File: src/rtl/mips_pipe_pkg.sv
// Shared pipeline definitions: forward-select encodings, register constants and
// the in-flight destination record tracked by the ID-stage hazard unit.
package mips_pipe_pkg;

  localparam logic [1:0] FWD_REG = 2'b00;
  localparam logic [1:0] FWD_MEM = 2'b01;
  localparam logic [1:0] FWD_WB  = 2'b10;

  localparam logic [4:0] REG_ZERO = 5'd0;

  localparam int DIV_LAT_DEF = 32;

  typedef struct packed {
    logic [4:0] wbadd;
    logic       regwrite;
    logic       memread;
  } shadow_t;

  // $0 is hardwired, so a write to it can never create a dependency.
  function automatic logic reg_match(input shadow_t s,
                                     input logic [4:0] rs, input logic [4:0] rt,
                                     input logic use_rs, input logic use_rt);
    return s.regwrite && (s.wbadd != REG_ZERO) &&
           ((use_rs && (s.wbadd == rs)) || (use_rt && (s.wbadd == rt)));
  endfunction

endpackage

File: src/rtl/hazard_stall_ctrl_if.sv
// ID-stage instruction fields in, stall/flush/forward controls out.
interface hazard_stall_ctrl_if #(parameter int CNT_W = 16);

  logic [4:0]       id_rs;
  logic [4:0]       id_rt;
  logic             id_use_rs;
  logic             id_use_rt;
  logic [4:0]       id_wbadd;
  logic             id_regwrite;
  logic             id_memread;
  logic             id_is_branch;
  logic             id_is_div;
  logic             id_is_mdread;
  logic             branch_taken;

  logic             pc_en;
  logic             ifid_en;
  logic             ifid_flush;
  logic             idex_bubble;
  logic [1:0]       brsrc1;
  logic [1:0]       brsrc2;
  logic             div_busy;
  logic [CNT_W-1:0] stall_cycles;

  modport master (
    output id_rs, id_rt, id_use_rs, id_use_rt, id_wbadd, id_regwrite,
           id_memread, id_is_branch, id_is_div, id_is_mdread, branch_taken,
    input  pc_en, ifid_en, ifid_flush, idex_bubble, brsrc1, brsrc2,
           div_busy, stall_cycles
  );

  modport slave (
    input  id_rs, id_rt, id_use_rs, id_use_rt, id_wbadd, id_regwrite,
           id_memread, id_is_branch, id_is_div, id_is_mdread, branch_taken,
    output pc_en, ifid_en, ifid_flush, idex_bubble, brsrc1, brsrc2,
           div_busy, stall_cycles
  );

endinterface

File: src/rtl/md_busy_counter.sv
// HI/LO busy tracker: loads the divide latency on issue and counts down to idle.
module md_busy_counter #(
  parameter int LAT = 32,
  parameter int W   = 8
) (
  input  logic clk,
  input  logic rst,
  input  logic load,
  output logic busy
);

  logic [W-1:0] cnt_q;
  logic [W-1:0] cnt_d;

  always_comb begin
    cnt_d = cnt_q;
    if (load)
      cnt_d = W'(LAT);
    else if (cnt_q != '0)
      cnt_d = cnt_q - W'(1);
  end

  always_ff @(posedge clk) begin
    if (rst)
      cnt_q <= '0;
    else
      cnt_q <= cnt_d;
  end

  assign busy = (cnt_q != '0);

endmodule

File: src/rtl/hazard_stall_ctrl.sv
// ID-stage hazard unit: stalls for load-use, ID-resolved branch operands and
// busy HI/LO, flushes IF/ID on taken branches, selects branch-compare forwards.
module hazard_stall_ctrl
  import mips_pipe_pkg::*;
#(
  parameter int DIV_LAT = DIV_LAT_DEF,
  parameter int CNT_W   = 16
) (
  input logic               clk,
  input logic               rst,
  hazard_stall_ctrl_if.slave hz
);

  shadow_t          id_fields;
  shadow_t          ex_q, ex_d;
  shadow_t          mem_q, mem_d;
  logic [CNT_W-1:0] stall_cnt_q, stall_cnt_d;

  logic match_ex, match_mem;
  logic lu_hz, br_hz, md_hz, stall;
  logic div_issue, div_busy;

  always_comb begin
    id_fields.wbadd    = hz.id_wbadd;
    id_fields.regwrite = hz.id_regwrite;
    id_fields.memread  = hz.id_memread;

    match_ex  = reg_match(ex_q,  hz.id_rs, hz.id_rt, hz.id_use_rs, hz.id_use_rt);
    match_mem = reg_match(mem_q, hz.id_rs, hz.id_rt, hz.id_use_rs, hz.id_use_rt);

    // A load in MEM still has no value for the ID comparator; an ALU result there can be forwarded.
    lu_hz = ex_q.memread && match_ex;
    br_hz = hz.id_is_branch && (match_ex || (mem_q.memread && match_mem));
    md_hz = div_busy && (hz.id_is_mdread || hz.id_is_div);
    stall = lu_hz || br_hz || md_hz;

    div_issue = hz.id_is_div && !stall;

    ex_d  = stall ? '0 : id_fields;
    mem_d = ex_q;

    stall_cnt_d = stall_cnt_q;
    if (stall && (stall_cnt_q != '1))
      stall_cnt_d = stall_cnt_q + CNT_W'(1);
  end

  always_ff @(posedge clk) begin
    if (rst) begin
      ex_q        <= '0;
      mem_q       <= '0;
      stall_cnt_q <= '0;
    end else begin
      ex_q        <= ex_d;
      mem_q       <= mem_d;
      stall_cnt_q <= stall_cnt_d;
    end
  end

  md_busy_counter #(
    .LAT (DIV_LAT),
    .W   (8)
  ) u_md_busy (
    .clk  (clk),
    .rst  (rst),
    .load (div_issue),
    .busy (div_busy)
  );

  always_comb begin
    hz.brsrc1 = FWD_REG;
    hz.brsrc2 = FWD_REG;
    if (hz.id_is_branch && mem_q.regwrite && !mem_q.memread) begin
      if (hz.id_use_rs && (mem_q.wbadd == hz.id_rs) && (hz.id_rs != REG_ZERO))
        hz.brsrc1 = FWD_MEM;
      if (hz.id_use_rt && (mem_q.wbadd == hz.id_rt) && (hz.id_rt != REG_ZERO))
        hz.brsrc2 = FWD_MEM;
    end
  end

  assign hz.pc_en        = !stall;
  assign hz.ifid_en      = !stall;
  assign hz.idex_bubble  = stall;
  assign hz.ifid_flush   = hz.branch_taken && !stall;
  assign hz.div_busy     = div_busy;
  assign hz.stall_cycles = stall_cnt_q;

endmodule

File: src/flat_wrapper.sv
// flat-port wrapper written by rule: the top's interface ports become plain ports
module hazard_stall_ctrl_flat import mips_pipe_pkg::*;
#(
  parameter int DIV_LAT = DIV_LAT_DEF,
  parameter int CNT_W   = 16
)
  (clk, rst, hz_id_rs, hz_id_rt, hz_id_use_rs, hz_id_use_rt, hz_id_wbadd, hz_id_regwrite, hz_id_memread, hz_id_is_branch, hz_id_is_div, hz_id_is_mdread, hz_branch_taken, hz_pc_en, hz_ifid_en, hz_ifid_flush, hz_idex_bubble, hz_brsrc1, hz_brsrc2, hz_div_busy, hz_stall_cycles);
  hazard_stall_ctrl_if #(.CNT_W(CNT_W)) hz_i ();
  input logic clk;
  input logic rst;
  input wire logic [$bits(hz_i.id_rs)-1:0] hz_id_rs;
  input wire logic [$bits(hz_i.id_rt)-1:0] hz_id_rt;
  input wire logic [$bits(hz_i.id_use_rs)-1:0] hz_id_use_rs;
  input wire logic [$bits(hz_i.id_use_rt)-1:0] hz_id_use_rt;
  input wire logic [$bits(hz_i.id_wbadd)-1:0] hz_id_wbadd;
  input wire logic [$bits(hz_i.id_regwrite)-1:0] hz_id_regwrite;
  input wire logic [$bits(hz_i.id_memread)-1:0] hz_id_memread;
  input wire logic [$bits(hz_i.id_is_branch)-1:0] hz_id_is_branch;
  input wire logic [$bits(hz_i.id_is_div)-1:0] hz_id_is_div;
  input wire logic [$bits(hz_i.id_is_mdread)-1:0] hz_id_is_mdread;
  input wire logic [$bits(hz_i.branch_taken)-1:0] hz_branch_taken;
  output wire logic [$bits(hz_i.pc_en)-1:0] hz_pc_en;
  output wire logic [$bits(hz_i.ifid_en)-1:0] hz_ifid_en;
  output wire logic [$bits(hz_i.ifid_flush)-1:0] hz_ifid_flush;
  output wire logic [$bits(hz_i.idex_bubble)-1:0] hz_idex_bubble;
  output wire logic [$bits(hz_i.brsrc1)-1:0] hz_brsrc1;
  output wire logic [$bits(hz_i.brsrc2)-1:0] hz_brsrc2;
  output wire logic [$bits(hz_i.div_busy)-1:0] hz_div_busy;
  output wire logic [$bits(hz_i.stall_cycles)-1:0] hz_stall_cycles;
  assign hz_i.id_rs = hz_id_rs;
  assign hz_i.id_rt = hz_id_rt;
  assign hz_i.id_use_rs = hz_id_use_rs;
  assign hz_i.id_use_rt = hz_id_use_rt;
  assign hz_i.id_wbadd = hz_id_wbadd;
  assign hz_i.id_regwrite = hz_id_regwrite;
  assign hz_i.id_memread = hz_id_memread;
  assign hz_i.id_is_branch = hz_id_is_branch;
  assign hz_i.id_is_div = hz_id_is_div;
  assign hz_i.id_is_mdread = hz_id_is_mdread;
  assign hz_i.branch_taken = hz_branch_taken;
  assign hz_pc_en = hz_i.pc_en;
  assign hz_ifid_en = hz_i.ifid_en;
  assign hz_ifid_flush = hz_i.ifid_flush;
  assign hz_idex_bubble = hz_i.idex_bubble;
  assign hz_brsrc1 = hz_i.brsrc1;
  assign hz_brsrc2 = hz_i.brsrc2;
  assign hz_div_busy = hz_i.div_busy;
  assign hz_stall_cycles = hz_i.stall_cycles;
  hazard_stall_ctrl #(.DIV_LAT(DIV_LAT), .CNT_W(CNT_W)) u_core (.clk(clk), .rst(rst), .hz(hz_i));
endmodule
File: config.mk
export PLATFORM = sky130hd
export DESIGN_NAME = hazard_stall_ctrl_flat
export DESIGN_NICKNAME = d
export VERILOG_FILES = /design/src/rtl/mips_pipe_pkg.sv /design/src/rtl/hazard_stall_ctrl_if.sv /design/src/rtl/md_busy_counter.sv /design/src/rtl/hazard_stall_ctrl.sv /design/src/flat_wrapper.sv
export SDC_FILE = /design/constraint.sdc
export NUM_CORES = 1
export LEC_CHECK = 0
export ABC_AREA = 1
export ABC_CLOCK_PERIOD_IN_PS = 3200
export BUFFER_PORTS_ARGS = -buffer_cell sky130_fd_sc_hd__buf_2
export CAP_MARGIN = 10
export CORE_MARGIN = 4
export CORE_UTILIZATION = 58
export DETAILED_ROUTE_END_ITERATION = 10
export PLACE_DENSITY = 0.85
export RECOVER_POWER = 100
export SLEW_MARGIN = 30
export SYNTH_ARGS = -nofsm -noshare
export SYNTH_HDL_FRONTEND = slang
export SYNTH_HIERARCHICAL = 1
export SYNTH_SLANG_ARGS = --single-unit
File: constraint.sdc
create_clock -name clk -period 3.2 [get_ports clk]
set_input_delay 0.48 -clock clk [delete_from_list [all_inputs] [get_ports clk]]
set_output_delay 0.48 -clock clk [all_outputs]
set_load 0.05 [all_outputs]
# Word-level counts from Yosys, hierarchy flattened
# Cells that the tools add are included.
totals:
  word_cells: 57
  regBits: 38
  ramBits: 0
  in_bits: 25
  out_inout_bits: 25
  latch_bits: 0
  mem_bits_ro: 0
  memories: 0
op_classes:
  n_reduce_logical: 35
  n_addsub: 2
  multipliers: 0
  shift: 0
  n_eq_ne: 5
  n_bitwise: 0
  mux: 6
  order_cmp: 0
  div: 0
ops:
  columns: ["cell", "count"]
  rows:
  - ["$eq 5x5->1", 4]
  - ["$reduce_bool 5->1", 4]
  - ["$logic_and 1x1->1", 19]
  - ["$add 16x1->16 const B", 1]
  - ["$ne 16x16->1 const B", 1]
  - ["$mux 6", 2]
  - ["$reduce_bool 8->1", 1]
  - ["$sub 8x1->8 const B", 1]
  - ["$logic_or 1x1->1", 6]
  - ["$mux 2", 2]
  - ["$reduce_or 2->1", 2]
  - ["$logic_not 1->1", 2]
  - ["$mux 1", 2]
  - ["$reduce_bool 2->1", 1]

# Logic depth before layout (Yosys ltp)
depth:
  word_depth: 12
  mapped_depth: 15
  depth_no_buf: 14

# Cells and area by module
# Netlist, hierarchy kept.
modules_own_cells:
  columns: ["module", "area_each_um2", "n_inst", "cells_per_inst", "seq_area_each_um2"]
  rows:
  - ["hazard_stall_ctrl", 1771.7, 1, 297, 600.6]
  - ["md_busy_counter", 431.7, 1, 55, 160.2]

# Worst setup path before layout
# No wires, ideal clock.
synth_path:
  path_type: "register -> output"
  start: "register u_core.u_md_busy.cnt_q[0]"
  end: "output hz_ifid_flush"
  t_arrival_ns: 2.108
  required_ns: 2.720
  path_slack_ns: 0.612
  n_path_buf: 1
  stages_incl_launch_ff: 12
  path_cell_list: "dfxtp_1 > inv_1 > ha_1 > inv_1 > nor3_2 > nand2_4 > o21ai_0 > nand2_1 > inv_2 > nand2_4 > buf_6 > nor2_1"
synth_via:
  elab_chain_cells: 5
synth_lines:
  columns: ["item", "line_no", "source"]
  rows:
  - ["start, declared", "md_busy_counter.sv:12", "logic [W-1:0] cnt_q;"]
  - ["start signal, assigned", "md_busy_counter.sv:27", "cnt_q <= cnt_d;"]
  - ["$reduce_bool 8->1", "md_busy_counter.sv:30", "assign busy = (cnt_q != '0);"]
  - ["via hz_div_busy", "flat_wrapper.sv:28", "output wire logic [$bits(hz_i.div_busy)-1:0] hz_div_busy;"]
  - ["$logic_and 1x1->1", "hazard_stall_ctrl.sv:34", "md_hz = div_busy && (hz.id_is_mdread || hz.id_is_div);"]
  - ["$logic_or 1x1->1", "hazard_stall_ctrl.sv:35", "stall = lu_hz || br_hz || md_hz;"]
  - ["via hz_idex_bubble", "flat_wrapper.sv:25", "output wire logic [$bits(hz_i.idex_bubble)-1:0] hz_idex_bubble;"]
  - ["$logic_not 1->1", "hazard_stall_ctrl.sv:83", "assign hz.ifid_flush = hz.branch_taken && !stall;"]
  - ["$logic_and 1x1->1", "hazard_stall_ctrl.sv:83", null]
  - ["end, declared", "flat_wrapper.sv:24", "output wire logic [$bits(hz_i.ifid_flush)-1:0] hz_ifid_flush;"]
# The timed path passes the listed nets, and every way through them passes these cells.

# Final worst setup path
layout_path:
  start: "register u_core.u_md_busy.cnt_q[0]"
  end: "output hz_ifid_en"
layout_via:
  elab_chain_cells: 4
layout_lines:
  columns: ["item", "line_no", "source"]
  rows:
  - ["$reduce_bool 8->1", "md_busy_counter.sv:30", null]
  - ["$logic_and 1x1->1", "hazard_stall_ctrl.sv:34", null]
  - ["$logic_or 1x1->1", "hazard_stall_ctrl.sv:35", null]
  - ["$logic_not 1->1", "hazard_stall_ctrl.sv:81", "assign hz.ifid_en = !stall;"]
  - ["end, declared", "flat_wrapper.sv:23", "output wire logic [$bits(hz_i.ifid_en)-1:0] hz_ifid_en;"]
# No other way between the ends.

==> impl_metrics.toml <==
[logic_synthesis]
ys_types = 29
synth_edf_count = 0
avgSynthCellArea_um2 = 6.260
syn_inst = 352
synth_seq_area_share_pct = 34.53
yosysWarnings = 6
synth_commonest_cells = "nand2_1 (94), nor2_1 (61), inv_1 (48), dfxtp_1 (38), nand3_1 (29)"
ys_ff_latch = 38
ys.flop_type = "dfxtp_1"
synth_area_leader_cell = "dfxtp_1"
synthArstFlopShare_pct = 0
synth_most_common_cell = "nand2_1"
yosys-top-cells-area = "dfxtp_1 (35%), nand2_1 (16%), nor2_1 (10%), inv_1 (8.2%), nand3_1 (6.6%)"
synth_area_mm2 = 0.002203
synth_top_area_share_pct = 34.53

[critical_path]
crit_cells = 11
reg2reg_depth = 13
cp_cell_sequence = "inv_1 -> ha_1 -> inv_1 -> nor3_1 -> nand2_4 -> o21ai_0 -> nand2_1 -> inv_1 -> nand2_4 -> inv_1 -> clkbuf_2"
crit_required_ns = 2.72
cp.arrival_ns = 2.26
reg2reg_to = "u_core/u_md_busy/cnt_q[3]"
worstSetupStartpointType = "register"
crit_buf_inv = 5
cp-startpoint = "u_core/u_md_busy/cnt_q[0]"
r2r_setup_slack_ns = 0.93
max_stage_delay_ns = 0.32
reg2reg_from = "u_core/u_md_busy/cnt_q[0]"
worstSetupPathType = "reg -> out"
crit_slowest_cell = "dfxtp_1"
path_max_fanout = 35
cpMostUsedCell = "inv_1"
crit_family = "buffers and inverters"
cp-end-kind = "primary output"

[cts]
clk_pin_slew_ns = 0.08
cts_inserted_buffers = 5
clkLatencyLatePin_ns = 0.29
cts_tree = "built"
post_cts_buffers = 0
cts_buffer_depth = 2
ctsResizeCount = 0
cts_hold_buffers = 0
h-tree-depth = 2
cts.sinks = 38
root_buffer = "clkbuf_8"

[place]
io_buffers = 47
post-place-ws_ns = 0.8428
place.gp.congestion = 0.9193
hpwl_um = 3745

[grt]
grt_overflow = 0
grt_pass1_wl_um = 8652
grt_pass1_vias = 2079
grt_max_degree = 36
antenna_found_initial = 0
grtUsageTotal_pct = 21.28

[drt]
drtAntennaViolNets = 0
drc_errors = 0
wl_per_cell_um = 11.15
via_per_inst = 5.022
num_vias = 2250
wl_um = 4993
dr.pass1.iters = 5
dr.first_iter.drc_count = 218

[outcome]
status = "finished, final reports clean"

[sta]
final.setup.worst_slack_ns = 0.4575
slew_headroom_pct = 59.80
finClkSkew_ns = 0.003114
fin_setup_tns_ns = 0
finalHoldViolCount = 0
worstMarginPinSlew_ns = 0.6057
fmax_mhz = 364.6
grt_setup_unrepaired = "false"
final-setup-viol-count = 0
min_period_ns = 2.742
finalCritPeriodShare_pct = 85.70
slew_violations = 0

[cells_and_area]
fillers = 343
syn_to_final_growth_pct = 13.34
multi_input_area_mm2 = 0.001159
antenna_cells = 0
layout.nets = 427
drive_above_1_share_pct = 14.00
regArea_um2 = 760.7

[pwr]
power.density_mw_per_mm2 = 757.0
p_leak_nw = 1.297
ir_drop_mv = 0.3906

[die]
initial_core_util_pct = 60.18
die-area_mm2 = 0.004849
fp-row-count = 22
dieHeight_um = 69.64
dieWidth_um = 69.64
core_mm2 = 0.003661
io_pins = 50

[worst_hold_path]
hp-start = "hz_id_wbadd[3]"
holdPathEnd = "u_core/ex_q[5]"
min_path_cells = 3
hp-class = "in -> reg"

[run]
maxCapViolCount = 0
[state kept, by name, summed over array words and instances, names as in the netlist]
| signal | flops |
|---|---|
| u_core/mem_q | 7 |
| u_core/hz.stall_cycles | 16 |
| u_core/ex_q | 7 |
| u_core/u_md_busy/cnt_q | 8 |
[worst min-delay path, stage by stage]
cell and delay [ns]:
buf_2 0.09, inv_1 0.04, nor2_1 0.03
[how the worst max path moves through the flow]
stage                          to  slack, ns
detailed placement     hz_ifid_en       0.84
floorplan           hz_ifid_flush       0.61
global route           hz_ifid_en       0.27
finish                 hz_ifid_en       0.46
CTS                    hz_ifid_en       0.58
global placement         hz_pc_en       0.88
[cells in the final DEF, fill, tap and decap left out, types with 3 or more instances in the layout]
| cell type | n |
|---|---|
| a21oi_1 | 20 |
| nand2_1 | 96 |
| xor2_1 | 3 |
| buf_2 | 23 |
| inv_2 | 7 |
| dfxtp_1 | 38 |
| clkbuf_2 | 3 |
| clkbuf_1 | 21 |
| nor2_1 | 61 |
| ha_1 | 3 |
| clkbuf_8 | 6 |
| nor2_2 | 6 |
| nand4_1 | 3 |
| inv_1 | 49 |
| nand3_1 | 29 |
| o21ai_0 | 4 |
| nor3_1 | 6 |
| nand2_2 | 4 |
[layout make-up]
| cell class | instances | share of cell area (%) |
|---|---|---|
| tap | 48 | 2.405 |
| timing repair buffer | 47 | 8.367 |
| inverter | 57 | 8.567 |
| multi-input combinational | 250 | 46.39 |
| clock buffer | 6 | 3.307 |
| clock inverter | 2 | 0.5010 |
| sequential | 38 | 30.46 |
[cell families (layout without fill, tap and decap cells)]
kind of cell               count (synthesis)  after routing  synth area share [%]
adders and majority gates                  3              3                 1.704
AOI/OAI and AO/OA                         28             28                 6.701
DFF                                       38             38                 34.53
and+or+nand+nor                          213            213                 42.70
xor gates and xnor gates                   4              4                 1.590
other                                      1              2                0.1702
buffers and inverters                     65            112                 12.61
[report_power, final]
group          internal [W]  switching (W)  total (W)  leakage [nW]
Combinational      0.000253       0.000654   0.000907         0.940
Clock              0.000173       0.000174   0.000348        0.0472
Sequential         0.000558      0.0000773   0.000636         0.310
Total              0.000985       0.000905    0.00189          1.30
[stage by stage]
stage / cell area [um^2] / hold slack, ns / util, % / std cells / total power (W)
after global routing: 2497 / 0.4046 / 68.22 / 448 / 0.002032
after global placement: 2439 / 0.4113 / 66.61 / 440 / 0.001544
after floorplan: 2207 / 0.4016 / - / 353 / 0.001460
after detailed placement: 2439 / 0.4144 / 66.61 / 440 / 0.001574
after CTS: 2534 / 0.3923 / 69.21 / 448 / 0.001927
final: 2497 / 0.3972 / 68.22 / 448 / 0.001890
[layer usage]
| layer | vias up | track usage (%) | routed length [um] |
|---|---|---|---|
| li1 | 1171 | - | - |
| met1 | 1003 | 25.11 | 2179 |
| met3 | 4 | 5.217 | 330 |
| met5 | - | 0 | 0 |
| met4 | 0 | 5.532 | 38 |
| met2 | 72 | 38.35 | 2445 |
Note: power is estimated with default switching activity, not from simulation.
